### src/rtl/shared_delay_arbiter.sv
// rtl/shared_delay_arbiter.sv - shared-counter debounce/delay arbiter for N trigger lines
//
// Purpose: queues rising edges of N synchronous request lines and serves them
// one at a time in round-robin order. A single delay counter is shared by all
// channels. After the delay, the served line is re-checked: if it is still high,
// a one-cycle pulse is issued on that channel; otherwise a one-cycle drop is issued.
//
// Ports:
//   clk        system clock, rising edge
//   rst        asynchronous active-low reset
//   req_in     [N_CH] request levels, synchronous to clk
//   pulse_out  [N_CH] one-cycle qualified pulse (one-hot or zero)
//   drop_out   one-cycle pulse when the served request fails qualification
//   busy       high whenever the arbiter is not idle
//   cur_ch     [CH_W] channel being served (holds its value when idle)
//   pend       [N_CH] pending-request vector

module shared_delay_arbiter #(
  parameter int N_CH  = 4,
  parameter int CH_W  = 2,
  parameter int T10MS = 1_249_999,
  parameter int CNT_W = 21
) (
  input  logic            clk,
  input  logic            rst,
  input  logic [N_CH-1:0] req_in,
  output logic [N_CH-1:0] pulse_out,
  output logic            drop_out,
  output logic            busy,
  output logic [CH_W-1:0] cur_ch,
  output logic [N_CH-1:0] pend
);

  typedef enum logic [1:0] {IDLE, COUNT, FIRE, GAP} state_e;

  localparam logic [CNT_W-1:0] T_TERM = CNT_W'(T10MS);

  state_e            state_q;
  logic [N_CH-1:0]   req_q;
  logic [N_CH-1:0]   pend_q, pend_d;
  logic [CNT_W-1:0]  cnt_q;
  logic [CH_W-1:0]   cur_q;
  logic [CH_W-1:0]   last_q;
  logic [N_CH-1:0]   pulse_q;
  logic              drop_q;

  logic [N_CH-1:0]   rise;
  logic [N_CH-1:0]   clr;
  logic              gnt_found;
  logic [CH_W-1:0]   gnt_idx;
  logic [CH_W-1:0]   cand;

  assign rise = req_in & ~req_q;

  // Round-robin search starting just after the last granted channel.
  always_comb begin
    gnt_found = 1'b0;
    gnt_idx   = '0;
    cand      = '0;
    for (int k = 1; k <= N_CH; k++) begin
      cand = CH_W'((int'(last_q) + k) % N_CH);
      if (!gnt_found && pend_q[cand]) begin
        gnt_found = 1'b1;
        gnt_idx   = cand;
      end
    end
  end

  // A rise in the same cycle as the grant re-queues the channel (set wins).
  always_comb begin
    clr = '0;
    if (state_q == IDLE && gnt_found) begin
      clr = N_CH'(1) << gnt_idx;
    end
    pend_d = (pend_q & ~clr) | rise;
  end

  always_ff @(posedge clk or negedge rst) begin
    if (!rst) begin
      state_q <= IDLE;
      req_q   <= '0;
      pend_q  <= '0;
      cnt_q   <= '0;
      cur_q   <= '0;
      last_q  <= CH_W'(N_CH - 1);
      pulse_q <= '0;
      drop_q  <= 1'b0;
    end else begin
      req_q  <= req_in;
      pend_q <= pend_d;
      case (state_q)
        IDLE: begin
          if (gnt_found) begin
            cur_q   <= gnt_idx;
            last_q  <= gnt_idx;
            cnt_q   <= '0;
            state_q <= COUNT;
          end
        end
        COUNT: begin
          if (cnt_q == T_TERM) begin
            cnt_q   <= '0;
            state_q <= FIRE;
            // Qualification: the line must still be high after the delay.
            if (req_in[cur_q]) begin
              pulse_q <= N_CH'(1) << cur_q;
            end else begin
              drop_q <= 1'b1;
            end
          end else begin
            cnt_q <= cnt_q + 1'b1;
          end
        end
        FIRE: begin
          pulse_q <= '0;
          drop_q  <= 1'b0;
          state_q <= GAP;
        end
        GAP: begin
          state_q <= IDLE;
        end
        default: begin
          state_q <= IDLE;
        end
      endcase
    end
  end

  assign pulse_out = pulse_q;
  assign drop_out  = drop_q;
  assign busy      = (state_q != IDLE);
  assign cur_ch    = cur_q;
  assign pend      = pend_q;

endmodule

### config.mk
export PLATFORM = sky130hd
export DESIGN_NAME = shared_delay_arbiter
export DESIGN_NICKNAME = d
export VERILOG_FILES = /design/src/rtl/shared_delay_arbiter.sv
export SDC_FILE = /design/constraint.sdc
export NUM_CORES = 1
export LEC_CHECK = 0
export BUFFER_PORTS_ARGS = -buffer_cell sky130_fd_sc_hd__buf_2
export CELL_PAD_IN_SITES_DETAIL_PLACEMENT = 1
export CELL_PAD_IN_SITES_GLOBAL_PLACEMENT = 2
export CORE_MARGIN = 2
export CORE_UTILIZATION = 35
export CTS_BUF_LIST = sky130_fd_sc_hd__clkbuf_8
export DETAILED_ROUTE_END_ITERATION = 8
export GPL_ROUTABILITY_DRIVEN = 0
export PLACE_DENSITY = 0.81
export SLEW_MARGIN = 20
export SYNTH_ARGS = -nofsm -noshare
export SYNTH_HDL_FRONTEND = slang
export SYNTH_SLANG_ARGS = --single-unit
### constraint.sdc
create_clock -name clk -period 2.6 [get_ports clk]
set_clock_uncertainty 0.05 [all_clocks]
set_input_delay 0.39 -clock clk [delete_from_list [all_inputs] [get_ports clk]]
set_output_delay 0.39 -clock clk [all_outputs]
set_load 0.02 [all_outputs]
==> flow_results.org <==
** STA
- Derived from the worst setup path, the maximum achievable clock frequency is 0.461 GHz.
- The max-slew violation count came to 0.
- The worst pin sits at a relative slew slack of 40.3%.
- Hold timing on the final database bottoms out at a slack of 0.173 ns.
- The worst path in the final design needs a cycle of 2.17 ns, including I/O delays and setup.
- For the final routed database, the setup TNS stands at 0 ns.
- Number of endpoints with negative hold slack in the final report :: 0
- For the pin with the worst max-slew slack, the measured transition is 0.896 ns.
- Period utilization :: 83.5%
- RSZ-0062 raised after global routing :: no
- Setup violations remaining at the end of the flow were counted as 0.

** Route
- DRT Pass-1 Iters :: 6
- For this block, the initial DRC count from the detailed router was 91.
- For this run, design rule violations remaining after detail routing come to 0.
- Summing over every cut layer, the via total after detailed routing is 1830.
- In this run the remaining antenna-violating nets after routing total 0.
- After detailed routing, the number of vias per cell comes to 5.45.
- After detailed routing, the average wire length per cell comes to 16.1 µm.
- Wire length reported by the detailed router :: 5420 µm

** Clocking
- Clock latency on the worst-skew pair, taken at its later pin, is 0.29 ns.
- No sink is reached through more buffers than the 2 on the longest clock path.
- For this design, the CTS-stage hold fixing added 0 buffers.
- Post CTS Setup Buffer Count :: 0
- Gates resized during post-CTS repair numbered 0.
- Number of buffers added by the clock tree synthesis step :: 5
- TritonCTS built the clock tree.
- Clock tree root buffer cell :: sky130_fd_sc_hd__clkbuf_8
- Counting every sink on the clock net gives 40.
- Clock transition at path regs :: 0.08 ns
- Clock H-tree levels :: 2

** Floorplan
- For this configuration, the core starts out at a cell density of 36.7%.
- Core box area :: 0.00603 mm²
- Number of placement rows :: 28
- Io pins :: 18
- The die covers 0.00698 mm².
- Vertical die dimension :: 83.5 µm
- X dimension of the die :: 83.5 µm

** Logic synthesis
- After synthesis, the mean cell area works out to 9.38 µm².
- Fraction of the yosys area taken by sequential cells :: 45.3%
- Leading post-synthesis cells by cell area :: sky130_fd_sc_hd__dfrtp_1 (43%), sky130_fd_sc_hd__a22o_1 (5.5%), sky130_fd_sc_hd__nand2_1 (4.4%)
- In this run the biggest area consumer among cell types represents 43.0% of the synthesized area.
- Commonest cells in the synthesized netlist :: sky130_fd_sc_hd__dfrtp_1 (38), sky130_fd_sc_hd__nand2_1 (26), sky130_fd_sc_hd__nor2_1 (22)
- During synthesis, Yosys emitted a total of 0 warnings.
- Counting flops and latches in the post-synthesis netlist gives 40.
- In this run the cell area of the synthesized design comes to 0.00221 mm².
- Net count after synthesis :: 247
- Synthesis produced 236 cells.
- The most used flip-flop cell after synthesis is sky130_fd_sc_hd__dfrtp_1.
- Post-synth EDFFs :: 0
- In this run, distinct cell masters in the synthesized netlist total 44.
- Summed over all instances, the cell type with the most area after synthesis is sky130_fd_sc_hd__dfrtp_1.
- Of all flip-flops after synthesis, the portion carrying an async set or reset was 100%.
- Yosys instantiated no cell more often than sky130_fd_sc_hd__dfrtp_1.

** Setup path
- Kind of cell with the highest combined delay on the critical path :: compound AO/OA/AOI/OAI gates
- Traced cell by cell, the critical path runs through nor4bb_1 -> nand2_1 -> o31a_1 -> buf_4 -> a21o_1 -> a22o_1.
- Startpoint types :: register
- Maximum fanout count along the critical path :: 8
- The setup path with the least slack is of type reg2reg.
- Crit-path slowest cell :: sky130_fd_sc_hd__dfrtp_1
- Req. time, crit path :: 2.74 ns
- Counting both buffers and inverters, the worst setup path holds a total of 1.
- STA puts the critical path data arrival time at 2.31 ns.
- On the worst path, the slowest cell contributes a delay of 0.46 ns.
- The worst setup path is captured at a register.

** Layout
- Count of nets after finishing :: 271
- From synthesis to final layout, the design area changed by 14.2%.
- After routing the design area is 0.00253 mm².
- Fraction of layout instances using a drive strength above 1 :: 16.9%
- 0 antenna diodes ended up in the layout.
- Non-Filler Instances :: 336

** Placement
- In this run the cell area measured after placement is 0.00240 mm².
- Detailed placement ended at an HPWL of 3890 µm.
- The count of buffers added on input and output ports is 17.
- The number of placed instances, taps included, is 328.

** Global route
- Global routing used 16.8% of the available tracks.
- The number of antenna violations at the first check in global routing came to 0.
- The first global-routing pass estimated 9400 µm of wire.
- For this run the aggregate overflow at the end of global routing stands at 0.
- The via count of the first global-routing pass was 1902.
- Maximum number of pins on one net before global-route repair :: 41

** Power
- Of the total power, the clock network draws 45.6%.
- Internal power comes to 0.000977 W.
- For this design the ratio of total power to cell area is 484 mW/mm².
- The worst-case IR drop observed on VDD is 0.353 mV.
- The analysis attributes to cell leakage a power of 1.13 nW.
- The analysis attributes to net switching a power of 0.000246 W.
- Net Sw Frac :: 20.1%
- Sequential share of power :: 51.6%
- Of the total power, combinational logic draws 2.8%.

** Outcome
- The flow ran to the end, and the final reports show no timing, DRC or antenna violations.

** Worst hold path
- Path category of the worst min-delay check :: in2async

** Flow run
- Across the run, the number of max-cap violations was 0.
-- power groups by stage --
stage	sequential (W)	clock [W]	combinational, W
after floorplan	0.000647	0	0.00000840
after global placement	0.000643	0	0.0000353
after detailed placement	0.000643	0	0.0000361
after CTS	0.000631	0.000576	0.0000363
after global routing	0.000632	0.000607	0.0000395
final	0.000631	0.000558	0.0000345
-- worst paths after layout --
kind | endpoint | depth (start not counted) | from | slack [ns]
setup / recovery | cnt_q[7] | 6 | cnt_q[14] | 0.43
hold / removal | state_q[0] | 1 | rst | 0.17
setup reg to reg | cnt_q[7] | 6 | cnt_q[14] | 0.43
hold reg to reg | pend[2] | 1 | req_q[2] | 0.37
max in group asynchronous | pend[0] | 1 | rst | 1.78
min in group clk | req_q[2] | 1 | req_in[2] | 0.18
-- sequential cells by signal, summed over array words and instances, names as in the netlist --
| signal | flops |
|---|---|
| cnt_q | 21 |
| pend | 4 |
| pulse_out | 4 |
| req_q | 4 |
| cur_ch | 2 |
| last_q | 2 |
| state_q | 2 |
| drop_out | 1 |
-- layout make-up --
cell class	instances	area (µm²)
fill	720	3500
multi-input combinational	174	1110
sequential	40	1000
timing repair buffer	24	138
clock buffer	7	96.3
tap	75	93.8
inverter	15	56.3
clock inverter	1	30.0
-- routing by layer --
| layer | share of wire, % | vias to the layer above | GRT usage, % | routed length [µm] |
|---|---|---|---|---|
| li1 | - | 901 | - | - |
| met1 | 50 | 906 | 23.5 | 2700 |
| met2 | 47 | 19 | 26.0 | 2540 |
| met3 | 2.3 | 4 | 4.55 | 124 |
| met4 | 1.1 | 0 | 4.40 | 57 |
| met5 | 0 | - | 0 | 0 |
-- cell families (layout without fill, tap and decap cells) --
kind of cell               Yosys count  count (layout)  synth area share [%]
muxes                                7               7                  3.34
AOI/OAI and AO/OA                   61              61                  20.1
adders and majority gates            5               5                  2.83
buffers and inverters               22              47                  4.52
DFF                                 40              40                  45.3
and+or+nand+nor                    101             101                  23.9
-- layout by cell type (no fill, tap or decap), drive strengths merged, types with 3 or more instances in the layout --
cell / n
a21o: 9
nor2: 23
nor4: 7
nand2b: 5
nor2b: 3
inv: 15
o31ai: 4
nand3: 14
nand4: 3
dfrtp: 38
ha: 5
nand2: 28
a21oi: 10
clkbuf: 7
o21ai: 12
mux2: 3
nor4b: 3
o22ai: 4
a221o: 4
nor3: 5
a22o: 14
mux2i: 4
buf: 24
-- metrics by stage --
stage	power (W)	setup WS, ns	util (%)
final	0.00122	0.429	41.9
after global routing	0.00128	0.272	41.9
after CTS	0.00124	0.408	41.9
after detailed placement	0.000679	0.413	39.8
after global placement	0.000678	0.443	39.8
after floorplan	0.000656	0.591	-
No activity file was read; power rests on OpenSTA's default activity.
